$ cat src/rtl/fp_add_issue_scheduler_if.sv
// rtl/fp_add_issue_scheduler_if.sv - request/feedback/issue bus between requesters, scheduler and adder
interface fp_add_issue_scheduler_if;
  logic        new_valid;
  logic        new_ready;
  logic [35:0] new_cout;
  logic [35:0] new_zout;
  logic [3:0]  new_opcode;
  logic [7:0]  new_tag;

  logic        fb_valid;
  logic        fb_ready;
  logic [35:0] fb_cout;
  logic [35:0] fb_zout;
  logic [3:0]  fb_opcode;
  logic [7:0]  fb_tag;

  logic        issue_idle;
  logic [35:0] issue_cout;
  logic [35:0] issue_zout;
  logic [3:0]  issue_opcode;
  logic [7:0]  issue_tag;
  logic        issue_src;

  modport master (
    output new_valid, new_cout, new_zout, new_opcode, new_tag,
    output fb_valid, fb_cout, fb_zout, fb_opcode, fb_tag,
    input  new_ready, fb_ready,
    input  issue_idle, issue_cout, issue_zout, issue_opcode, issue_tag, issue_src
  );

  modport slave (
    input  new_valid, new_cout, new_zout, new_opcode, new_tag,
    input  fb_valid, fb_cout, fb_zout, fb_opcode, fb_tag,
    output new_ready, fb_ready,
    output issue_idle, issue_cout, issue_zout, issue_opcode, issue_tag, issue_src
  );
endinterface

$ cat src/rtl/fp_add_issue_scheduler.sv
// rtl/fp_add_issue_scheduler.sv - credit-limited feedback-priority issue arbiter for the FP adder
module fp_add_issue_scheduler #(
  parameter int unsigned MAX_OUT      = 8,
  parameter int unsigned STARVE_LIMIT = 3
) (
  input  logic                       clock,
  input  logic                       reset,
  fp_add_issue_scheduler_if.slave    bus,
  input  logic                       done_valid,
  input  logic                       flush_req,
  output logic                       flush_done,
  output logic [3:0]                 credits,
  output logic                       busy,
  output logic                       err_credit
);

  localparam logic [3:0] MAX_C    = 4'(MAX_OUT);
  localparam logic [3:0] STARVE_C = 4'(STARVE_LIMIT);

  typedef enum logic [1:0] {
    RUN   = 2'd0,
    DRAIN = 2'd1,
    DONE  = 2'd2
  } state_t;

  state_t      state_q, state_d;
  logic [3:0]  credits_q, credits_d;
  logic [3:0]  starve_q, starve_d;
  logic        err_q, err_d;
  logic        busy_q;
  logic        flush_done_q;

  logic        issue_idle_q, issue_idle_d;
  logic [35:0] issue_cout_q, issue_cout_d;
  logic [35:0] issue_zout_q, issue_zout_d;
  logic [3:0]  issue_opcode_q, issue_opcode_d;
  logic [7:0]  issue_tag_q, issue_tag_d;
  logic        issue_src_q, issue_src_d;

  logic        has_credit;
  logic        starved;
  logic        new_xfer;
  logic        fb_xfer;
  logic        xfer;

  // Readies derive only from state, credits, the other port's valid and starvation,
  // so at most one port can transfer per cycle.
  always_comb begin
    has_credit   = (credits_q != 4'd0);
    starved      = (starve_q == STARVE_C);
    bus.fb_ready = (state_q != DONE) && has_credit &&
                   !(bus.new_valid && starved && (state_q == RUN));
    bus.new_ready = (state_q == RUN) && has_credit && (!bus.fb_valid || starved);
    new_xfer     = bus.new_valid && bus.new_ready;
    fb_xfer      = bus.fb_valid && bus.fb_ready;
    xfer         = new_xfer || fb_xfer;
  end

  // Next-state for FSM, credits, starvation counter and the issue register.
  always_comb begin
    state_d        = state_q;
    credits_d      = credits_q;
    err_d          = err_q;
    starve_d       = starve_q;
    issue_idle_d   = !xfer;
    issue_cout_d   = issue_cout_q;
    issue_zout_d   = issue_zout_q;
    issue_opcode_d = issue_opcode_q;
    issue_tag_d    = issue_tag_q;
    issue_src_d    = issue_src_q;

    unique case (state_q)
      RUN:     if (flush_req) state_d = DRAIN;
      DRAIN:   if ((credits_q == MAX_C) && !bus.fb_valid) state_d = DONE;
      DONE:    state_d = RUN;
      default: state_d = RUN;
    endcase

    // A retirement with nothing outstanding is dropped and flagged.
    if (xfer && !done_valid) begin
      credits_d = credits_q - 4'd1;
    end else if (!xfer && done_valid) begin
      if (credits_q == MAX_C) err_d = 1'b1;
      else                    credits_d = credits_q + 4'd1;
    end

    if (!bus.new_valid || new_xfer) begin
      starve_d = 4'd0;
    end else if (fb_xfer && (state_q == RUN) && !starved) begin
      starve_d = starve_q + 4'd1;
    end

    if (new_xfer) begin
      issue_cout_d   = bus.new_cout;
      issue_zout_d   = bus.new_zout;
      issue_opcode_d = bus.new_opcode;
      issue_tag_d    = bus.new_tag;
      issue_src_d    = 1'b0;
    end else if (fb_xfer) begin
      issue_cout_d   = bus.fb_cout;
      issue_zout_d   = bus.fb_zout;
      issue_opcode_d = bus.fb_opcode;
      issue_tag_d    = bus.fb_tag;
      issue_src_d    = 1'b1;
    end
  end

  // State, credit and issue registers with synchronous reset.
  always_ff @(posedge clock) begin
    if (reset) begin
      state_q        <= RUN;
      credits_q      <= MAX_C;
      starve_q       <= 4'd0;
      err_q          <= 1'b0;
      busy_q         <= 1'b0;
      flush_done_q   <= 1'b0;
      issue_idle_q   <= 1'b1;
      issue_cout_q   <= 36'd0;
      issue_zout_q   <= 36'd0;
      issue_opcode_q <= 4'd0;
      issue_tag_q    <= 8'd0;
      issue_src_q    <= 1'b0;
    end else begin
      state_q        <= state_d;
      credits_q      <= credits_d;
      starve_q       <= starve_d;
      err_q          <= err_d;
      busy_q         <= (credits_d != MAX_C);
      flush_done_q   <= (state_d == DONE);
      issue_idle_q   <= issue_idle_d;
      issue_cout_q   <= issue_cout_d;
      issue_zout_q   <= issue_zout_d;
      issue_opcode_q <= issue_opcode_d;
      issue_tag_q    <= issue_tag_d;
      issue_src_q    <= issue_src_d;
    end
  end

  assign bus.issue_idle   = issue_idle_q;
  assign bus.issue_cout   = issue_cout_q;
  assign bus.issue_zout   = issue_zout_q;
  assign bus.issue_opcode = issue_opcode_q;
  assign bus.issue_tag    = issue_tag_q;
  assign bus.issue_src    = issue_src_q;
  assign credits          = credits_q;
  assign busy             = busy_q;
  assign err_credit       = err_q;
  assign flush_done       = flush_done_q;

endmodule

$ cat src/flat_wrapper.sv
// flat-port wrapper written by rule: the top's interface ports become plain ports
module fp_add_issue_scheduler_flat 
#(
  parameter int unsigned MAX_OUT      = 8,
  parameter int unsigned STARVE_LIMIT = 3
)
  (clock, reset, done_valid, flush_req, flush_done, credits, busy, err_credit, bus_new_valid, bus_new_cout, bus_new_zout, bus_new_opcode, bus_new_tag, bus_fb_valid, bus_fb_cout, bus_fb_zout, bus_fb_opcode, bus_fb_tag, bus_new_ready, bus_fb_ready, bus_issue_idle, bus_issue_cout, bus_issue_zout, bus_issue_opcode, bus_issue_tag, bus_issue_src);
  fp_add_issue_scheduler_if bus_i ();
  input  logic clock;
  input  logic reset;
  input  logic done_valid;
  input  logic flush_req;
  output logic flush_done;
  output logic [3:0] credits;
  output logic busy;
  output logic err_credit;
  input wire logic [$bits(bus_i.new_valid)-1:0] bus_new_valid;
  input wire logic [$bits(bus_i.new_cout)-1:0] bus_new_cout;
  input wire logic [$bits(bus_i.new_zout)-1:0] bus_new_zout;
  input wire logic [$bits(bus_i.new_opcode)-1:0] bus_new_opcode;
  input wire logic [$bits(bus_i.new_tag)-1:0] bus_new_tag;
  input wire logic [$bits(bus_i.fb_valid)-1:0] bus_fb_valid;
  input wire logic [$bits(bus_i.fb_cout)-1:0] bus_fb_cout;
  input wire logic [$bits(bus_i.fb_zout)-1:0] bus_fb_zout;
  input wire logic [$bits(bus_i.fb_opcode)-1:0] bus_fb_opcode;
  input wire logic [$bits(bus_i.fb_tag)-1:0] bus_fb_tag;
  output wire logic [$bits(bus_i.new_ready)-1:0] bus_new_ready;
  output wire logic [$bits(bus_i.fb_ready)-1:0] bus_fb_ready;
  output wire logic [$bits(bus_i.issue_idle)-1:0] bus_issue_idle;
  output wire logic [$bits(bus_i.issue_cout)-1:0] bus_issue_cout;
  output wire logic [$bits(bus_i.issue_zout)-1:0] bus_issue_zout;
  output wire logic [$bits(bus_i.issue_opcode)-1:0] bus_issue_opcode;
  output wire logic [$bits(bus_i.issue_tag)-1:0] bus_issue_tag;
  output wire logic [$bits(bus_i.issue_src)-1:0] bus_issue_src;
  assign bus_i.new_valid = bus_new_valid;
  assign bus_i.new_cout = bus_new_cout;
  assign bus_i.new_zout = bus_new_zout;
  assign bus_i.new_opcode = bus_new_opcode;
  assign bus_i.new_tag = bus_new_tag;
  assign bus_i.fb_valid = bus_fb_valid;
  assign bus_i.fb_cout = bus_fb_cout;
  assign bus_i.fb_zout = bus_fb_zout;
  assign bus_i.fb_opcode = bus_fb_opcode;
  assign bus_i.fb_tag = bus_fb_tag;
  assign bus_new_ready = bus_i.new_ready;
  assign bus_fb_ready = bus_i.fb_ready;
  assign bus_issue_idle = bus_i.issue_idle;
  assign bus_issue_cout = bus_i.issue_cout;
  assign bus_issue_zout = bus_i.issue_zout;
  assign bus_issue_opcode = bus_i.issue_opcode;
  assign bus_issue_tag = bus_i.issue_tag;
  assign bus_issue_src = bus_i.issue_src;
  fp_add_issue_scheduler #(.MAX_OUT(MAX_OUT), .STARVE_LIMIT(STARVE_LIMIT)) u_core (.clock(clock), .reset(reset), .bus(bus_i), .done_valid(done_valid), .flush_req(flush_req), .flush_done(flush_done), .credits(credits), .busy(busy), .err_credit(err_credit));
endmodule
$ cat config.mk
export PLATFORM = sky130hd
export DESIGN_NAME = fp_add_issue_scheduler_flat
export DESIGN_NICKNAME = d
export VERILOG_FILES = /design/src/rtl/fp_add_issue_scheduler_if.sv /design/src/rtl/fp_add_issue_scheduler.sv /design/src/flat_wrapper.sv
export SDC_FILE = /design/constraint.sdc
export NUM_CORES = 1
export LEC_CHECK = 0
export ABC_AREA = 0
export BUFFER_PORTS_ARGS = -buffer_cell sky130_fd_sc_hd__buf_2
export CAP_MARGIN = 10
export CORE_MARGIN = 2
export CORE_UTILIZATION = 45
export DETAILED_ROUTE_END_ITERATION = 7
export PLACE_DENSITY = 0.79
export SYNTH_ARGS = -nofsm -noshare
export SYNTH_HDL_FRONTEND = slang
export SYNTH_SLANG_ARGS = --single-unit
$ cat constraint.sdc
create_clock -name clock -period 5.8 [get_ports clock]
set_input_delay 0 -clock clock [delete_from_list [all_inputs] [get_ports clock]]
set_output_delay 0 -clock clock [all_outputs]
set_load 0.1 [all_outputs]
### After elaboration in Yosys (flattened, before gate mapping)

Index checks and enable logic that the tools add are counted.

| word-level totals | value |
|---|---|
| bits in registers | 99 |
| bits in latches | 0 |
| memory bits (writable) | 0 |
| memory bits (read-only) | 0 |
| bits of input ports | 174 |
| output and inout bits | 95 |
| logic and storage cells | 64 |
| memories kept | 0 |

| cells by class | value |
|---|---|
| add/sub/neg operators | 3 |
| multiply operators | 0 |
| divide/modulo/power cells | 0 |
| magnitude comparators | 0 |
| eq/ne operators | 6 |
| shifts and indexed selects | 0 |
| multiplexer cells | 14 |
| bitwise gates (word level) | 1 |
| reduce and logical (&&, ||, !) cells | 28 |

Operator list:

| operator | number |
|---|---|
| $mux 36 | 4 |
| $mux 4 | 5 |
| $mux 8 | 2 |
| $logic_and 1x1->1 | 13 |
| $add 4x1->4 const B | 2 |
| $logic_not 1->1 | 6 |
| $eq 4x2->1 const B | 1 |
| $eq 4x4->1 const B | 1 |
| $mux 2 | 2 |
| $ne 4x4->1 const B | 1 |
| $pmux 2 s2 | 1 |
| $reduce_bool 4->1 | 1 |
| $reduce_or 2->1 | 2 |
| $sub 4x1->4 const B | 1 |
| $logic_or 1x1->1 | 3 |
| $reduce_and 3->1 | 1 |
| $eq 2x1->1 const B | 1 |
| $eq 2x2->1 const B | 1 |
| $logic_not 2->1 | 1 |
| $ne 2x2->1 const B | 1 |
| $reduce_bool 2->1 | 1 |
| $not 1->1 | 1 |

### Longest topological paths before layout

| logic depth | value |
|---|---|
| depth after elaboration | 12 |
| gate-level depth with buffers | 9 |
| gate-level depth less buffers | 7 |

### Worst setup path after synthesis

No wires, ideal clock.

| timing path | value |
|---|---|
| path type | register to register |
| start point | register u_core.credits_q[1], in the netlist u_core.credits[1] |
| end point | register u_core.issue_cout_q[10], in the netlist u_core.bus.issue_cout[10] |
| setup time | 0.091 ns |
| data arrival time | 3.579 ns |
| required time | 5.709 ns |
| slack | 2.130 ns |
| cell stages (with the launch flop) | 8 |
| buffers on the path | 1 |
| clock period less this slack | 3.670 ns |
| cells stage by stage | dfxtp_1 -> inv_1 -> ha_1 -> nor3b_1 -> a2111oi_4 -> clkbuf_1 -> nand3_1 -> a311oi_1 |

| between the ends | value |
|---|---|
| longest elaborated chain between the ends | 5 |
| elaborated cells on any way between the ends | 9 |
| those cells by class | mux (1); reduce/logical (8) |

Ends and longest elaborated chain:

| element | line | text |
|---|---|---|
| start: declaration | fp_add_issue_scheduler.sv:27 | `logic [3:0] credits_q, credits_d;` |
| start signal: assignment | fp_add_issue_scheduler.sv:125 | `credits_q <= credits_d;` |
| $reduce_bool 4->1 * | fp_add_issue_scheduler.sv:49 | `has_credit = (credits_q != 4'd0);` |
| $logic_and 1x1->1 * (2 in a row) | fp_add_issue_scheduler.sv:53 | `bus.new_ready = (state_q == RUN) && has_credit && (!bus.fb_valid \|\| starved);` |
| named net bus_new_ready | flat_wrapper.sv:27 | `output wire logic [$bits(bus_i.new_ready)-1:0] bus_new_ready;` |
| $logic_and 1x1->1 * | fp_add_issue_scheduler.sv:54 | `new_xfer = bus.new_valid && bus.new_ready;` |
| $mux 36 or $reduce_bool 2->1 (tied branches) | n/a |  |
| end signal: assignment | fp_add_issue_scheduler.sv:131 | `issue_cout_q <= issue_cout_d;` |
| end: declaration | fp_add_issue_scheduler.sv:34 | `logic [35:0] issue_cout_q, issue_cout_d;` |

The timed path passes the listed nets; every way through them passes the cells marked *.
A chain may end at the register's enable or synchronous reset.

### Worst setup path after layout

| timing path | value |
|---|---|
| start point | register u_core.credits_q[0], in the netlist u_core.credits[0] |
| end point | register u_core.issue_zout_q[20], in the netlist u_core.bus.issue_zout[20] |

| between the ends | value |
|---|---|
| longest elaborated chain between the ends | 5 |
| elaborated cells on any way between the ends | 9 |
| those cells by class | mux (1); reduce/logical (8) |

Ends and longest elaborated chain:

| element | line | text |
|---|---|---|
| $reduce_bool 4->1 * | fp_add_issue_scheduler.sv:49 |  |
| $logic_and 1x1->1, on equally long branches (2 in a row) | fp_add_issue_scheduler.sv:53, fp_add_issue_scheduler.sv:51 |  |
| $logic_and 1x1->1, on equally long branches | fp_add_issue_scheduler.sv:54, fp_add_issue_scheduler.sv:55 |  |
| $mux 36 or $reduce_bool 2->1 (tied branches) | n/a |  |
| end signal: assignment | fp_add_issue_scheduler.sv:132 | `issue_zout_q <= issue_zout_d;` |
| end: declaration | fp_add_issue_scheduler.sv:35 | `logic [35:0] issue_zout_q, issue_zout_d;` |

Mark *: on every way between the ends. The rest lies on a longest branch, timed or not.

==> impl_metrics.env <==
export IMPL_max_freq_mhz=272
export IMPL_cts_tree="done"
export IMPL_power_density_nw_per_um2=365
export IMPL_synth_cells=573
export IMPL_ys_ff_latch=99
export IMPL_antenna_found_initial=1
export IMPL_leakage_nw=3.75
export IMPL_finalHoldViolations=0
export IMPL_die_h_microns=104
export IMPL_postCtsSetupBuffers=0
export IMPL_portBuffers=268
export IMPL_overflow=0
export IMPL_cts_sinks=99
export IMPL_dr_pass1_iters=6
export IMPL_setup_viol=0
export IMPL_nets=1144
export IMPL_worst_path_largest_cell_delay_ns=0.62
export IMPL_ir_worst_vdd_mv=0.296
export IMPL_syn_area_sq_um=4540
export IMPL_fin_cells=1105
export IMPL_core_sq_um=9770
export IMPL_yosysSeqAreaShare_pct=43.6
export IMPL_skew_ns=0.0143
export IMPL_synth_net_count=750
export IMPL_crit_slowest_cell="dlygate4sd3_1"
export IMPL_multi_input_area_sq_um=2300
export IMPL_crit_chain="inv_1 > ha_1 > nor3b_1 > a2111oi_4 > nand2_2 > buf_4 > nand2_1 > a311oi_1 > dlygate4sd3_1"
export IMPL_dp_hpwl_microns=10000
export IMPL_cts_resized_gates=0
export IMPL_numCtsBuffers=9
export IMPL_ys_types=42
export IMPL_async_flop_share_pct=0
export IMPL_synth_flop_cell="dfxtp_1"
export IMPL_die_w_microns=104
export IMPL_start_util_pct=46.5
export IMPL_vias_per_cell=5.78
export IMPL_synth_edff_count=0
export IMPL_yosysWarnings=0
export IMPL_max_slew_margin_pct=30.8
export IMPL_ant_nets=0
export IMPL_wl_microns=20000
export IMPL_n_fill_cell=600
export IMPL_start_kind="flop"
export IMPL_syn_to_final_growth_pct=69.7
export IMPL_avgSynthCellArea_sq_um=7.93
export IMPL_h_tree_depth=3
export IMPL_drc=0
export IMPL_grt_pass1_wl_microns=31700
export IMPL_tns_ns=0
export IMPL_critPathRequiredTime_ns=6.11
export IMPL_path_class="reg2reg"
export IMPL_clk_pin_slew_ns=0.10
export IMPL_ctsHoldBuffers=169
export IMPL_grt_max_degree=106
export IMPL_grt_pass1_vias=6550
export IMPL_arrival_ns=3.99
export IMPL_dp_cells=920
export IMPL_regArea_sq_um=1980
export IMPL_p_total_mw=2.81
export IMPL_grt_usage_pct=35.7
export IMPL_dr_first_iter_drc_count=555
export IMPL_min_period_ns=3.68
export IMPL_end_kind="flop"
export IMPL_num_rows=36
export IMPL_grt_setup_unrepaired="no"
export IMPL_cp_max_fo=50
export IMPL_min_path_type="in2reg"
export IMPL_drv_slew=0
export IMPL_insertion_delay_ns=0.36
export IMPL_max_clock_path_buffers=2
export IMPL_fin_util_pct=78.9
export IMPL_io_pins=269
export IMPL_cap_violations=0
export IMPL_gp_congestion=0.852
export IMPL_outcome="complete, no violations"
export IMPL_period_share_pct=63.4
export IMPL_vias=6388
export IMPL_wire_per_inst_microns=18.1
export IMPL_worst_pin_slew_ns=1.04
export IMPL_drive_above_1_share_pct=30.1
export IMPL_die_area_sq_um=10900
export IMPL_cts_root_buf="clkbuf_8"
cells by family after synthesis:
kind of cell	Yosys count	synth area share, %
AOI/OAI and AO/OA	108	20.6
xor gates and xnor gates	3	0.578
adders and majority gates	3	0.826
buffers and inverters	65	5.98
DFF	99	43.6
muxes	3	0.661
and+or+nand+nor	292	27.8
report_power, final:
group          internal (mW)  switching [mW]  leakage (nW)
Sequential             0.787          0.0725         0.823
Combinational          0.392            1.16          2.84
Clock                  0.166           0.237        0.0795
Total                   1.35            1.47          3.75
path summary, 6_finish.rpt:
kind                                                startpoint                                endpoint  slack (ns)  depth (start not counted)
worst min-delay path                              bus_fb_valid       u_core.bus.issue_src$_SDFFE_PP0P_        0.04                          3
worst min register to register  u_core.err_credit$_SDFFE_PP0P_          u_core.err_credit$_SDFFE_PP0P_        0.49                          2
worst max register to register    u_core.credits[0]$_SDFF_PP0_  u_core.bus.issue_zout[20]$_SDFFE_PP0N_        2.12                          9
worst max-delay path              u_core.credits[0]$_SDFF_PP0_  u_core.bus.issue_zout[20]$_SDFFE_PP0N_        2.12                          9
layout make-up:
type | count | area share (%)
antenna | 1 | 0.0325
clock buffer | 13 | 1.93
clock inverter | 2 | 0.162
inverter | 5 | 0.243
multi-input combinational | 409 | 29.8
sequential | 99 | 25.7
tap | 133 | 2.16
timing repair buffer | 443 | 39.9
flip-flops by register name, indices dropped and copies added, names as in the netlist, 2 cells and up:
name / flops
u_core.bus.issue_cout: 36
u_core.bus.issue_zout: 36
u_core.bus.issue_opcode: 4
u_core.starve_q: 4
u_core.credits: 4
u_core.state_q: 2
u_core.bus.issue_tag: 8
synth_stat cells, drive strengths merged, types with 2 or more instances:
cell type | count | area, sq um
a2111oi | 2 | 36.3
a211oi | 5 | 42.5
a21oi | 3 | 15.0
a311oi | 84 | 736
a41oi | 2 | 17.5
and3 | 2 | 12.5
buf | 18 | 95.1
clkbuf | 42 | 158
dfxtp | 99 | 1980
ha | 3 | 37.5
inv | 5 | 18.8
mux2i | 3 | 30.0
nand2 | 89 | 334
nand2b | 3 | 18.8
nand3 | 86 | 430
nand3b | 2 | 15.0
nor2 | 98 | 368
nor2b | 3 | 18.8
o21a | 2 | 15.0
o21ai | 2 | 10.0
or3b | 3 | 26.3
xnor2 | 2 | 17.5
cells in the final DEF (no fill, tap or decap), types with 2 or more instances in the layout:
master and instances:
xnor2_1 2, dfxtp_1 99, and3_1 2, nor2_1 98, a41oi_1 2, clkbuf_8 10, nand2b_1 3, buf_4 6
clkbuf_1 3, or3b_2 2, nand3_1 86, a211oi_1 4, nand2_1 88, dlygate4sd3_1 169, o21a_1 2, nand3b_1 2
nor2b_1 3, buf_2 268, o21ai_0 2, ha_1 3, mux2i_1 3, inv_1 5, a311oi_1 84, a21oi_1 3
metrics by stage:
step | worst slack, ns | instance area, sq um | hold WS [ns]
final | 2.12 | 7710 | 0.0393
after global placement | 2.90 | 5850 | 0.267
after global routing | 1.88 | 7710 | 0.0365
after CTS | 2.23 | 7710 | 0.0245
after detailed placement | 2.77 | 5850 | 0.274
after floorplan | 2.13 | 4540 | 0.163
worst max-delay path: cells and delay by family, from the launching register on:
family | cells | cell delay [ns]
buffers and inverters | 3 | 1.29
and+or+nand+nor | 3 | 1.22
AOI/OAI and AO/OA | 2 | 0.45
DFF | 1 | 0.37
adders and majority gates | 1 | 0.26
routing by layer:
layer / up-vias / GRT usage, % / wire, microns
li1: 2852 / - / -
met5: - / 0 / 0
met2: 498 / 62.4 / 9830
met3: 133 / 7.71 / 1800
met1: 2905 / 37.9 / 6960
met4: 0 / 25.4 / 1420
No activity file was read; power rests on OpenSTA's default activity.
